==> src/rtl/sync_fifo_param_if.sv <==
// rtl/sync_fifo_param_if.sv - write/read/status bundle for sync_fifo_param
// The producer/consumer side drives through master; the FIFO itself uses slave.
interface sync_fifo_param_if #(
    parameter int DATA_W = 8,
    parameter int DEPTH  = 32
);
    localparam int CW = $clog2(DEPTH) + 1;

    logic              wr_en;
    logic [DATA_W-1:0] wr_data;
    logic              rd_en;
    logic [DATA_W-1:0] rd_data;
    logic              rd_valid;
    logic              full;
    logic              empty;
    logic              almost_full;
    logic              almost_empty;
    logic [CW-1:0]     count;
    logic              overflow;
    logic              underflow;
    logic              clr_err;

    modport master (
        output wr_en, wr_data, rd_en, clr_err,
        input  rd_data, rd_valid, full, empty, almost_full, almost_empty,
               count, overflow, underflow
    );

    modport slave (
        input  wr_en, wr_data, rd_en, clr_err,
        output rd_data, rd_valid, full, empty, almost_full, almost_empty,
               count, overflow, underflow
    );
endinterface

==> src/rtl/sync_fifo_param.sv <==
// rtl/sync_fifo_param.sv - single-clock FIFO with occupancy count, sticky errors, optional FWFT
// Occupancy lives in its own register so all DEPTH entries are usable without pointer ambiguity.
module sync_fifo_param #(
    parameter int DATA_W    = 8,
    parameter int DEPTH     = 32,
    parameter int AF_THRESH = DEPTH - 4,
    parameter int AE_THRESH = 4,
    parameter int FWFT      = 0
) (
    input  logic               clk,
    input  logic               rst,
    sync_fifo_param_if.slave   fifo
);
    localparam int AW = $clog2(DEPTH);
    localparam int CW = AW + 1;
    localparam logic [CW-1:0] DEPTH_C = CW'(DEPTH);
    localparam logic [CW-1:0] AF_C    = CW'(AF_THRESH);
    localparam logic [CW-1:0] AE_C    = CW'(AE_THRESH);

    logic [DATA_W-1:0] mem [DEPTH];
    logic [AW-1:0]     wr_ptr;
    logic [AW-1:0]     rd_ptr;
    logic [CW-1:0]     count_q;
    logic              overflow_q;
    logic              underflow_q;
    logic              full_w;
    logic              empty_w;
    logic              rd_acc;
    logic              wr_acc;

    // A write into a full FIFO is accepted only when a read frees a slot in the same cycle.
    always_comb begin
        empty_w = (count_q == '0);
        full_w  = (count_q == DEPTH_C);
        rd_acc  = fifo.rd_en & ~empty_w;
        wr_acc  = fifo.wr_en & (~full_w | rd_acc);
    end

    always_ff @(posedge clk) begin
        if (rst) begin
            wr_ptr  <= '0;
            rd_ptr  <= '0;
            count_q <= '0;
        end else begin
            if (wr_acc) wr_ptr <= wr_ptr + AW'(1);
            if (rd_acc) rd_ptr <= rd_ptr + AW'(1);
            case ({wr_acc, rd_acc})
                2'b10:   count_q <= count_q + CW'(1);
                2'b01:   count_q <= count_q - CW'(1);
                default: count_q <= count_q;
            endcase
        end
    end

    always_ff @(posedge clk) begin
        if (wr_acc && !rst) mem[wr_ptr] <= fifo.wr_data;
    end

    // A new error event wins over clr_err in the same cycle.
    always_ff @(posedge clk) begin
        if (rst) begin
            overflow_q  <= 1'b0;
            underflow_q <= 1'b0;
        end else begin
            overflow_q  <= (fifo.wr_en & ~wr_acc) | (overflow_q & ~fifo.clr_err);
            underflow_q <= (fifo.rd_en & empty_w) | (underflow_q & ~fifo.clr_err);
        end
    end

    generate
        if (FWFT == 0) begin : g_registered
            logic [DATA_W-1:0] rd_data_q;
            logic              rd_valid_q;

            always_ff @(posedge clk) begin
                if (rst) begin
                    rd_data_q  <= '0;
                    rd_valid_q <= 1'b0;
                end else begin
                    rd_valid_q <= rd_acc;
                    if (rd_acc) rd_data_q <= mem[rd_ptr];
                end
            end

            assign fifo.rd_data  = rd_data_q;
            assign fifo.rd_valid = rd_valid_q;
        end else begin : g_fwft
            // Head word is shown directly; zeroed while empty so stale storage never leaks out.
            assign fifo.rd_data  = empty_w ? '0 : mem[rd_ptr];
            assign fifo.rd_valid = ~empty_w;
        end
    endgenerate

    assign fifo.full         = full_w;
    assign fifo.empty        = empty_w;
    assign fifo.almost_full  = (count_q >= AF_C);
    assign fifo.almost_empty = (count_q <= AE_C);
    assign fifo.count        = count_q;
    assign fifo.overflow     = overflow_q;
    assign fifo.underflow    = underflow_q;
endmodule

==> src/flat_wrapper.sv <==
// flat-port wrapper written by rule: the top's interface ports become plain ports
module sync_fifo_param_flat 
#(
    parameter int DATA_W    = 8,
    parameter int DEPTH     = 32,
    parameter int AF_THRESH = DEPTH - 4,
    parameter int AE_THRESH = 4,
    parameter int FWFT      = 0
)
  (clk, rst, fifo_wr_en, fifo_wr_data, fifo_rd_en, fifo_clr_err, fifo_rd_data, fifo_rd_valid, fifo_full, fifo_empty, fifo_almost_full, fifo_almost_empty, fifo_count, fifo_overflow, fifo_underflow);
  sync_fifo_param_if #(.DATA_W(DATA_W), .DEPTH(DEPTH)) fifo_i ();
  input  logic clk;
  input  logic rst;
  input wire logic [$bits(fifo_i.wr_en)-1:0] fifo_wr_en;
  input wire logic [$bits(fifo_i.wr_data)-1:0] fifo_wr_data;
  input wire logic [$bits(fifo_i.rd_en)-1:0] fifo_rd_en;
  input wire logic [$bits(fifo_i.clr_err)-1:0] fifo_clr_err;
  output wire logic [$bits(fifo_i.rd_data)-1:0] fifo_rd_data;
  output wire logic [$bits(fifo_i.rd_valid)-1:0] fifo_rd_valid;
  output wire logic [$bits(fifo_i.full)-1:0] fifo_full;
  output wire logic [$bits(fifo_i.empty)-1:0] fifo_empty;
  output wire logic [$bits(fifo_i.almost_full)-1:0] fifo_almost_full;
  output wire logic [$bits(fifo_i.almost_empty)-1:0] fifo_almost_empty;
  output wire logic [$bits(fifo_i.count)-1:0] fifo_count;
  output wire logic [$bits(fifo_i.overflow)-1:0] fifo_overflow;
  output wire logic [$bits(fifo_i.underflow)-1:0] fifo_underflow;
  assign fifo_i.wr_en = fifo_wr_en;
  assign fifo_i.wr_data = fifo_wr_data;
  assign fifo_i.rd_en = fifo_rd_en;
  assign fifo_i.clr_err = fifo_clr_err;
  assign fifo_rd_data = fifo_i.rd_data;
  assign fifo_rd_valid = fifo_i.rd_valid;
  assign fifo_full = fifo_i.full;
  assign fifo_empty = fifo_i.empty;
  assign fifo_almost_full = fifo_i.almost_full;
  assign fifo_almost_empty = fifo_i.almost_empty;
  assign fifo_count = fifo_i.count;
  assign fifo_overflow = fifo_i.overflow;
  assign fifo_underflow = fifo_i.underflow;
  sync_fifo_param #(.DATA_W(DATA_W), .DEPTH(DEPTH), .AF_THRESH(AF_THRESH), .AE_THRESH(AE_THRESH), .FWFT(FWFT)) u_core (.clk(clk), .rst(rst), .fifo(fifo_i));
endmodule
==> config.mk <==
export PLATFORM = sky130hd
export DESIGN_NAME = sync_fifo_param_flat
export DESIGN_NICKNAME = d
export VERILOG_FILES = /design/src/rtl/sync_fifo_param_if.sv /design/src/rtl/sync_fifo_param.sv /design/src/flat_wrapper.sv
export SDC_FILE = /design/constraint.sdc
export NUM_CORES = 1
export LEC_CHECK = 0
export CAP_MARGIN = 15
export CORE_ASPECT_RATIO = 1.25
export CORE_MARGIN = 5
export CORE_UTILIZATION = 35
export DETAILED_ROUTE_END_ITERATION = 8
export PLACE_DENSITY = 0.59
export SETUP_SLACK_MARGIN = 0.3
export SLEW_MARGIN = 5
export SYNTH_ARGS = -nofsm -noshare
export SYNTH_HDL_FRONTEND = slang
export SYNTH_SLANG_ARGS = --single-unit
==> constraint.sdc <==
create_clock -name clk -period 4.7 [get_ports clk]
set_clock_uncertainty 0.1 [all_clocks]
set_input_delay 0.705 -clock clk [delete_from_list [all_inputs] [get_ports clk]]
set_output_delay 0.705 -clock clk [all_outputs]
set_load 0.02 [all_outputs]
== Yosys cells after proc, flatten, opt, wreduce, memory -nomap -nowiden ==
Memory sizes are Yosys's and may differ from the RTL's. A register that Yosys moved wholly into a read port is not among the register bits.
Cells that the tools add are included.

* Memory bits (writable): 256
* Bits of input ports: 13
* Bits in registers: 19
* Output and inout bits: 21
* Word-level logic and storage cells: 36
* Memories: 1

* Equal/unequal tests: 3
* Bitwise operators: 13
* Reduce and logical (&&, ||, !) cells: 4
* Muxes and demuxes: 3
* $lt $le $gt $ge: 2
* Add/subtract/negate cells: 4

{| class="wikitable"
|+ Memories
! name !! words !! width !! rd ports !! clocked after memory_dff !! write ports !! RTL line !! source
|-
| u_core.mem || 32 || 8 || 1 || 1 || 1 || sync_fifo_param.sv:20 || <nowiki>logic [DATA_W-1:0] mem [DEPTH];</nowiki>
|}

{| class="wikitable"
|+ Operator list
! operator !! number
|-
| $pmux W6 S2 || 1
|-
| $add A5 B1 Y5 const B || 2
|-
| $add A6 B1 Y6 const B || 1
|-
| $and A1 B1 Y1 || 6
|-
| $eq A6 B6 Y1 const B || 1
|-
| $ge A6 B5 Y1 const B || 1
|-
| $le A6 B3 Y1 const B || 1
|-
| $logic_not A6 Y1 || 1
|-
| $sub A6 B1 Y6 const B || 1
|-
| $not A1 Y1 || 4
|-
| $or A1 B1 Y1 || 3
|-
| $eq A2 B1 Y1 const B || 1
|-
| $eq A2 B2 Y1 const B || 1
|-
| $mux W1 || 2
|-
| $reduce_bool A2 Y1 || 1
|-
| $logic_and A1 B1 Y1 || 1
|-
| $logic_not A1 Y1 || 1
|}

== Longest topological paths before layout ==
Gate-level depths: netlist of the first run.

* Depth in word-level cells: 8
* Depth in mapped cells: 11
* Mapped depth without buffers: 11

== Worst setup path before layout of the first run ==
OpenSTA, ideal clock, no wires.

* Path type: flip-flop to flip-flop
* From: register u_core.count_q[0], in the netlist u_core.fifo.count[0]
* To: register u_core.count_q[4], in the netlist u_core.fifo.count[4]
* Path slack: 1.581 ns
* Setup time: 0.070 ns
* Arrival: 2.948 ns
* Period minus slack after synthesis: 3.119 ns
* Stages on the path, launching flop included: 12
* Cell sequence: dfxtp_1 or4_1 o41a_1 inv_2 ha_1 inv_1 fa_1 nor2b_1 o21a_1 nor3_1 or3b_1 a21oi_1

* Longest elaborated chain between the ends: 7
* Elaborated cells on any way between the ends: 13
* Those cells by class: add/sub: 2; eq/ne: 3; mux: 1; bitwise: 5; reduce/logical: 2

{| class="wikitable"
|+ RTL lines
! element !! RTL line !! source
|-
| start: declaration || sync_fifo_param.sv:23 || <nowiki>logic [CW-1:0] count_q;</nowiki>
|-
| start signal: assignment || sync_fifo_param.sv:48 || <nowiki>2'b10: count_q <= count_q + CW'(1);</nowiki>
|-
| start signal: assignment || sync_fifo_param.sv:49 || <nowiki>2'b01: count_q <= count_q - CW'(1);</nowiki>
|-
| start signal: assignment || sync_fifo_param.sv:50 || <nowiki>default: count_q <= count_q;</nowiki>
|-
| $logic_not A6 Y1 || sync_fifo_param.sv:33 || <nowiki>empty_w = (count_q == '0);</nowiki>
|-
| $not A1 Y1 || sync_fifo_param.sv:35 || <nowiki>rd_acc = fifo.rd_en & ~empty_w;</nowiki>
|-
| $and A1 B1 Y1 || sync_fifo_param.sv:35 ||
|-
| $or A1 B1 Y1 || sync_fifo_param.sv:36 || <nowiki>wr_acc = fifo.wr_en & (~full_w | rd_acc);</nowiki>
|-
| $and A1 B1 Y1 || sync_fifo_param.sv:36 ||
|-
| $eq A2 B1 Y1 or $eq A2 B2 Y1 (tied branches) || sync_fifo_param.sv:47 || <nowiki>case ({wr_acc, rd_acc})</nowiki>
|-
| $pmux W6 S2 or $reduce_bool A2 Y1 (tied branches) || n/a ||
|}

Several ways; a longest one is shown, not always the timed one.
A chain may end at the register's enable or synchronous reset.

== Worst setup path after layout of the first run ==
Same ends and word-level chain as after synthesis.

==> results.tsv, run 1 <==
metric	value	unit
cts.clk_slew.worst_paths	0.06	ns
tightest_slew	1.05	ns
synthMostInstantiatedCell	edfxtp_1	
ys_async_sr_fraction	0	%
fill_cells	2867	
synth-seq-cells	283	
route.antenna.remaining_nets	0	
die_x	170	um
cts_root_buf	clkbuf_16	
synth_nets	633	
drv_slew	0	
grt_pass1_vias	5936	
die_area	35800	sq um
io_pins	34	
avgSynthCellArea	18.4	sq um
syn_inst	609	
worstPathCellList	or4_1 -> o41a_1 -> inv_2 -> ha_1 -> inv_1 -> fa_1 -> nor2b_1 -> o21a_1 -> nor3_1 -> or3b_1 -> a21oi_1	
hold_class	flip-flop to flip-flop	
cts_sinks	283	
row_count	73	
synth.cell_area	11200	sq um
rsz0062_at_grt	no	
core	31800	sq um
start_kind	flip-flop	
path_class	flip-flop to flip-flop	
tritoncts	yes	
clk_path_buf_depth	3	
antenna_cells	0	
ys_warn_count	0	
final-seq-area	8230	sq um
cts_resized	0	
cp.required	5.07	ns
ys_types	48	
min_period	3.36	ns
antenna_found_initial	0	
worst-path-buf-inv	2	
cp_max_fo	7	
cts_hold_repair.buffers	0	
wl_per_cell	21.6	um
vias_per_cell	5.20	
seq_area_frac_synth	73.3	%
power_density	498	nW/um^2
grt_start_max_net_pins	50	
gp_congestion	0.747	
dp_hpwl	15200	um
slew_headroom	30.1	%
fin_setup_tns	0	ns
fin_nets	680	
gr-total-overflow	0	
vias	5655	
io_buffer_count	33	
synth_edf_count	256	
cp.arrival	3.73	ns
drt_iter0_markers	312	
synth_common_cells	edfxtp_1 (256), nor2_1 (51), mux4_2 (44)	
cap_viol_max_count	0	
fmaxAchievable	298	MHz
synth_flop_cell	edfxtp_1	
synth_area_leaders	edfxtp_1 (68%), mux4_2 (8.8%), dfxtp_1 (4.8%)	
timing.final.crit_share	71.5	%
vdd_drop_max	0.000366	V
first_pass_iters	4	
start_util	35.3	%
worst_path_dominant_cell_family	simple AND/OR/NAND/NOR gates	
multi_input_area	2780	sq um
worst_path_max_delay_cell	or4_1	
cp_slowest_stage_delay	0.64	ns
grt_pass1_wl	35700	um
report.final.hold_viol_count	0	
area_growth	15.5	%
leakagePower	4.02	nW
drive_above_1_share	17.8	%
synth_area_leader_cell	edfxtp_1	
cts_buffers	26	
drc	0	
setup_violations	0	
status	finished, final reports clean	
chipHeight	210	um
cp-end-kind	flip-flop	
worst_skew_pair.late_latency	0.54	ns
routed_wl	23500	um
track_usage	13.0	%
yosysTopAreaCellShare	68.5	%
cts_htree_levels	1	
p_total	6.45	mW
postCtsSetupRepairBufs	0	
[cells in the final DEF, fill, tap and decap left out, types with 6 or more instances in the layout]
cell and instances:
ha_1 10, a22o_1 14, clkinv_2 7, buf_4 8
o221ai_1 8, mux2i_1 32, nor2_1 51, clkbuf_16 27
xor2_1 6, a2111oi_2 7, edfxtp_1 256, nand2_1 16
a21oi_1 22, a22oi_1 9, o22ai_1 7, dfxtp_1 26
mux4_2 44, clkdlybuf4s50_1 33, inv_1 11
[state kept, by name (all words and copies together), names as in the netlist]
signal / count
u_core.fifo.count: 6
u_core.fifo.overflow: 1
u_core.fifo.rd_data: 8
u_core.fifo.rd_valid: 1
u_core.fifo.underflow: 1
u_core.mem: 256
u_core.rd_ptr: 5
u_core.wr_ptr: 5
[path summary, 6_finish.rpt]
kind | start | endpoint | slack [ns] | cells after the start
worst max-delay path | u_core.fifo.count[0] | u_core.fifo.count[4] | 1.34 | 11
worst min-delay path | u_core.fifo.rd_data[6] | u_core.fifo.rd_data[6] | 0.38 | 1
worst max register to register | u_core.fifo.count[0] | u_core.fifo.count[4] | 1.34 | 11
worst min register to register | u_core.fifo.rd_data[6] | u_core.fifo.rd_data[6] | 0.38 | 1
[where the power goes]
| part | leakage (nW) | total (mW) | internal, mW | switching, mW |
|---|---|---|---|---|
| combinational | 1.07 | 1.41 | 0.695 | 0.717 |
| sequential | 2.52 | 2.97 | 2.82 | 0.150 |
| clock | 0.423 | 2.07 | 1.19 | 0.881 |
[stage by stage]
step / hold WS [ns] / util, % / instances / instance area [sq um] / setup slack [ns]
after floorplan: 0.378 / - / 609 / 11200 / 1.58
after global placement: 0.367 / 37.7 / 1033 / 12000 / 1.22
after detailed placement: 0.366 / 37.7 / 1034 / 12000 / 1.13
after CTS: 0.382 / 40.4 / 1082 / 12900 / 1.34
after global routing: 0.403 / 40.8 / 1088 / 13000 / 1.14
final: 0.379 / 40.8 / 1088 / 13000 / 1.34
[layout make-up]
class	count	area share, %
Tap cell	412	3.98
Multi-Input combinational cell	284	21.5
Clock inverter	15	1.10
Clock buffer	33	5.53
Sequential cell	283	63.5
Inverter	12	0.347
Timing Repair Buffer	49	4.09
[kinds of logic after synthesis]
family / count (synthesis) / synth area share (%)
AOI/OAI and AO/OA: 79 / 5.44
xor gates and xnor gates: 10 / 0.780
adders and majority gates: 11 / 1.29
buffers and inverters: 42 / 1.93
DFF: 283 / 73.3
muxes: 82 / 13.0
and+or+nand+nor: 102 / 4.32
[metal layers]
layer | part of all wire (%) | vias to the layer above | track usage [%]
met5 | 0 | - | 0
met4 | 1.6 | 0 | 3.00
li1 | - | 2549 | -
met3 | 4.3 | 31 | 1.63
met1 | 41 | 2936 | 16.7
met2 | 53 | 139 | 23.4
Power figures use the tool's default switching activity.
==> run 2, diff against run 1 <==
==> constraint.sdc (replaced) <==
create_clock -name clk -period 3.19 [get_ports clk]
set_clock_uncertainty 0.1 [all_clocks]
set_input_delay 0.4785 -clock clk [delete_from_list [all_inputs] [get_ports clk]]
set_output_delay 0.4785 -clock clk [all_outputs]
set_load 0.02 [all_outputs]
==> run 2 against run 1 <==
  * Clock power is 49% higher
  * Highest routed layer unchanged
  * Final area is 2.9% higher
  * Register-to-register slack worse by 1.1 ns
  * Combinational power is 65% higher
==> results.tsv, run 2 (synthesized netlist as in run 1, its figures left out) <==
metric	value	unit	change
status	finished, final reports clean		
multi_input_area	2830	sq um	+1.7%
core	31800	sq um	unchanged
cp_slowest_stage_delay	0.56	ns	-0.08 ns
report.final.hold_viol_count	0		unchanged
cts.clk_slew.worst_paths	0.06	ns	about the same
vias_per_cell	5.17		-0.59%
cp.arrival	3.32	ns	-0.41 ns
area_growth	18.8	%	
start_kind	flip-flop		
worst_skew_pair.late_latency	0.52	ns	-0.02 ns
dp_hpwl	15500	um	+2.2%
preCtsSetupSlack	0.120	ns	-1.01 ns
tritoncts	yes		
slew_headroom	41.3	%	+11 points
die_x	170	um	unchanged
reg2reg_slack	0.22	ns	-1.12 ns
start_util	35.3	%	unchanged
routed_wl	23900	um	+1.9%
cts_buffers	26		unchanged
track_usage	13.3	%	+0.32 points
route.antenna.remaining_nets	0		unchanged
worst_slack	0.218	ns	-1.12 ns
row_count	73		unchanged
tightest_slew	0.879	ns	-0.168 ns
first_pass_iters	4		unchanged
vias	5880		+4.0%
setup_violations	0		unchanged
fmaxAchievable	336	MHz	+13%
chipHeight	210	um	unchanged
die_area	35800	sq um	unchanged
vdd_drop_max	0.000529	V	+45%
grt_start_max_net_pins	44		-12%
mostFrequentLayoutCells	edfxtp_1 (256), buf_4 (65), nor2_1 (51)		
final-seq-area	8240	sq um	+0.14%
final_common_cell	edfxtp_1		
wl_per_cell	21.0	um	-2.6%
antenna_cells	0		unchanged
cap_viol_max_count	0		unchanged
worst_path_max_delay_cell	or4_4		
cts_root_buf	clkbuf_16		
timing.final.crit_share	93.2	%	+22 points
drc	0		unchanged
cts_hold_repair.buffers	0		unchanged
io_pins	34		unchanged
clk_path_buf_depth	3		unchanged
drv_slew	0		unchanged
path_class	flip-flop to flip-flop		
antenna_found_initial	0		unchanged
fin_nets	731		+7.5%
gr-total-overflow	0		unchanged
cts_htree_levels	1		unchanged
worstPathCellList	or4_4 -> o41a_1 -> inv_2 -> ha_4 -> inv_1 -> fa_2 -> nor2b_1 -> o21a_1 -> nor3_1 -> or3b_1 -> a21oi_1		
power_density	728	nW/um^2	+46%
largest_register	u_core.mem		
cts_sinks	283		unchanged
drt_iter0_markers	376		+21%
drive_above_1_share	24.2	%	+6.5 points
cp-end-kind	flip-flop		
cp_max_fo	6		-1
gp_congestion	0.768		+2.7%
leakagePower	4.27	nW	+6.1%
rsz0062_at_grt	yes		
grt_pass1_wl	36800	um	+3.0%
largest_register_ff_count	256		unchanged
grt_pass1_vias	6144		+3.5%
min_period	2.97	ns	-0.388 ns
fill_cells	2808		-2.1%
io_buffer_count	33		unchanged
fin_setup_tns	0	ns	unchanged
cp.required	3.54	ns	-1.53 ns
hold_class	flip-flop to flip-flop		
==> run 2: cell count changes in the layout (fill, tap and decap cells not counted), moves of 2 or more <==
cell	change
clkdlybuf4s50_1	-2
dfxtp_4	+3
clkinv_2	-4
dfxtp_1	-3
ha_4	+3
clkinv_1	+2
ha_1	-3
clkbuf_8	-3
buf_4	+57
buf_8	-3
==> run 2: layout make-up <==
type                            count  area share (%)
Sequential cell                   283            61.8
Multi-Input combinational cell    284            21.2
Timing Repair Buffer              100            6.31
Clock buffer                       32            5.28
Tap cell                          412            3.86
Clock inverter                     15            1.20
Inverter                           12           0.338
==> run 2: path summary, 6_finish.rpt <==
path	startpoint	to	cells after the start
worst min register to register	u_core.fifo.rd_data[7]	u_core.fifo.rd_data[7]	1
worst max register to register	u_core.fifo.count[3]	u_core.fifo.count[4]	11
worst min-delay path	u_core.fifo.rd_data[7]	u_core.fifo.rd_data[7]	1
worst max-delay path	u_core.fifo.count[3]	u_core.fifo.count[4]	11
==> run 2: critical path, delay by kind of cell (launching register included) <==
family | cells | cell delay (ns)
flip-flops | 1 | 0.34
adder cells (fa/ha/maj) | 2 | 0.51
AND/OR/NAND/NOR | 4 | 1.11
buffers and inverters | 2 | 0.15
AO/OA/AOI/OAI | 3 | 0.66
==> run 2: power breakdown <==
part	switching, mW	internal, mW
Sequential	0.144	4.16
Combinational	1.18	1.13
Clock	1.28	1.81
==> run 2: repair_timing <==
action / 4_1_cts / 5_1_grt
resized for setup: 1 / 5
setup buffers: 3 / 5
setup endpoints to repair: 4 / 4
pin swaps: 3 / 2
==> run 2: per-stage QoR <==
step / instance area (sq um) / util [%] / hold WS (ns) / cells / total power [mW]
6_report: 13300 / 42.0 / 0.393 / 1138 / 9.71
5_1_grt: 13300 / 42.0 / 0.422 / 1138 / 10.1
4_1_cts: 13300 / 41.7 / 0.400 / 1132 / 9.77
3_5_place_dp: 12400 / 39.0 / 0.376 / 1082 / 6.67
3_3_place_gp: 12400 / 39.0 / 0.374 / 1082 / 6.60
2_1_floorplan: 11300 / - / 0.378 / 609 / 5.93
==> run 2: metal layers <==
layer | vias up | wire [um] | global-route usage [%]
met2 | 146 | 12900 | 24.2
li1 | 2653 | - | -
met5 | - | 0 | 0
met1 | 3037 | 9560 | 16.8
met4 | 0 | 581 | 3.86
met3 | 44 | 838 | 1.22
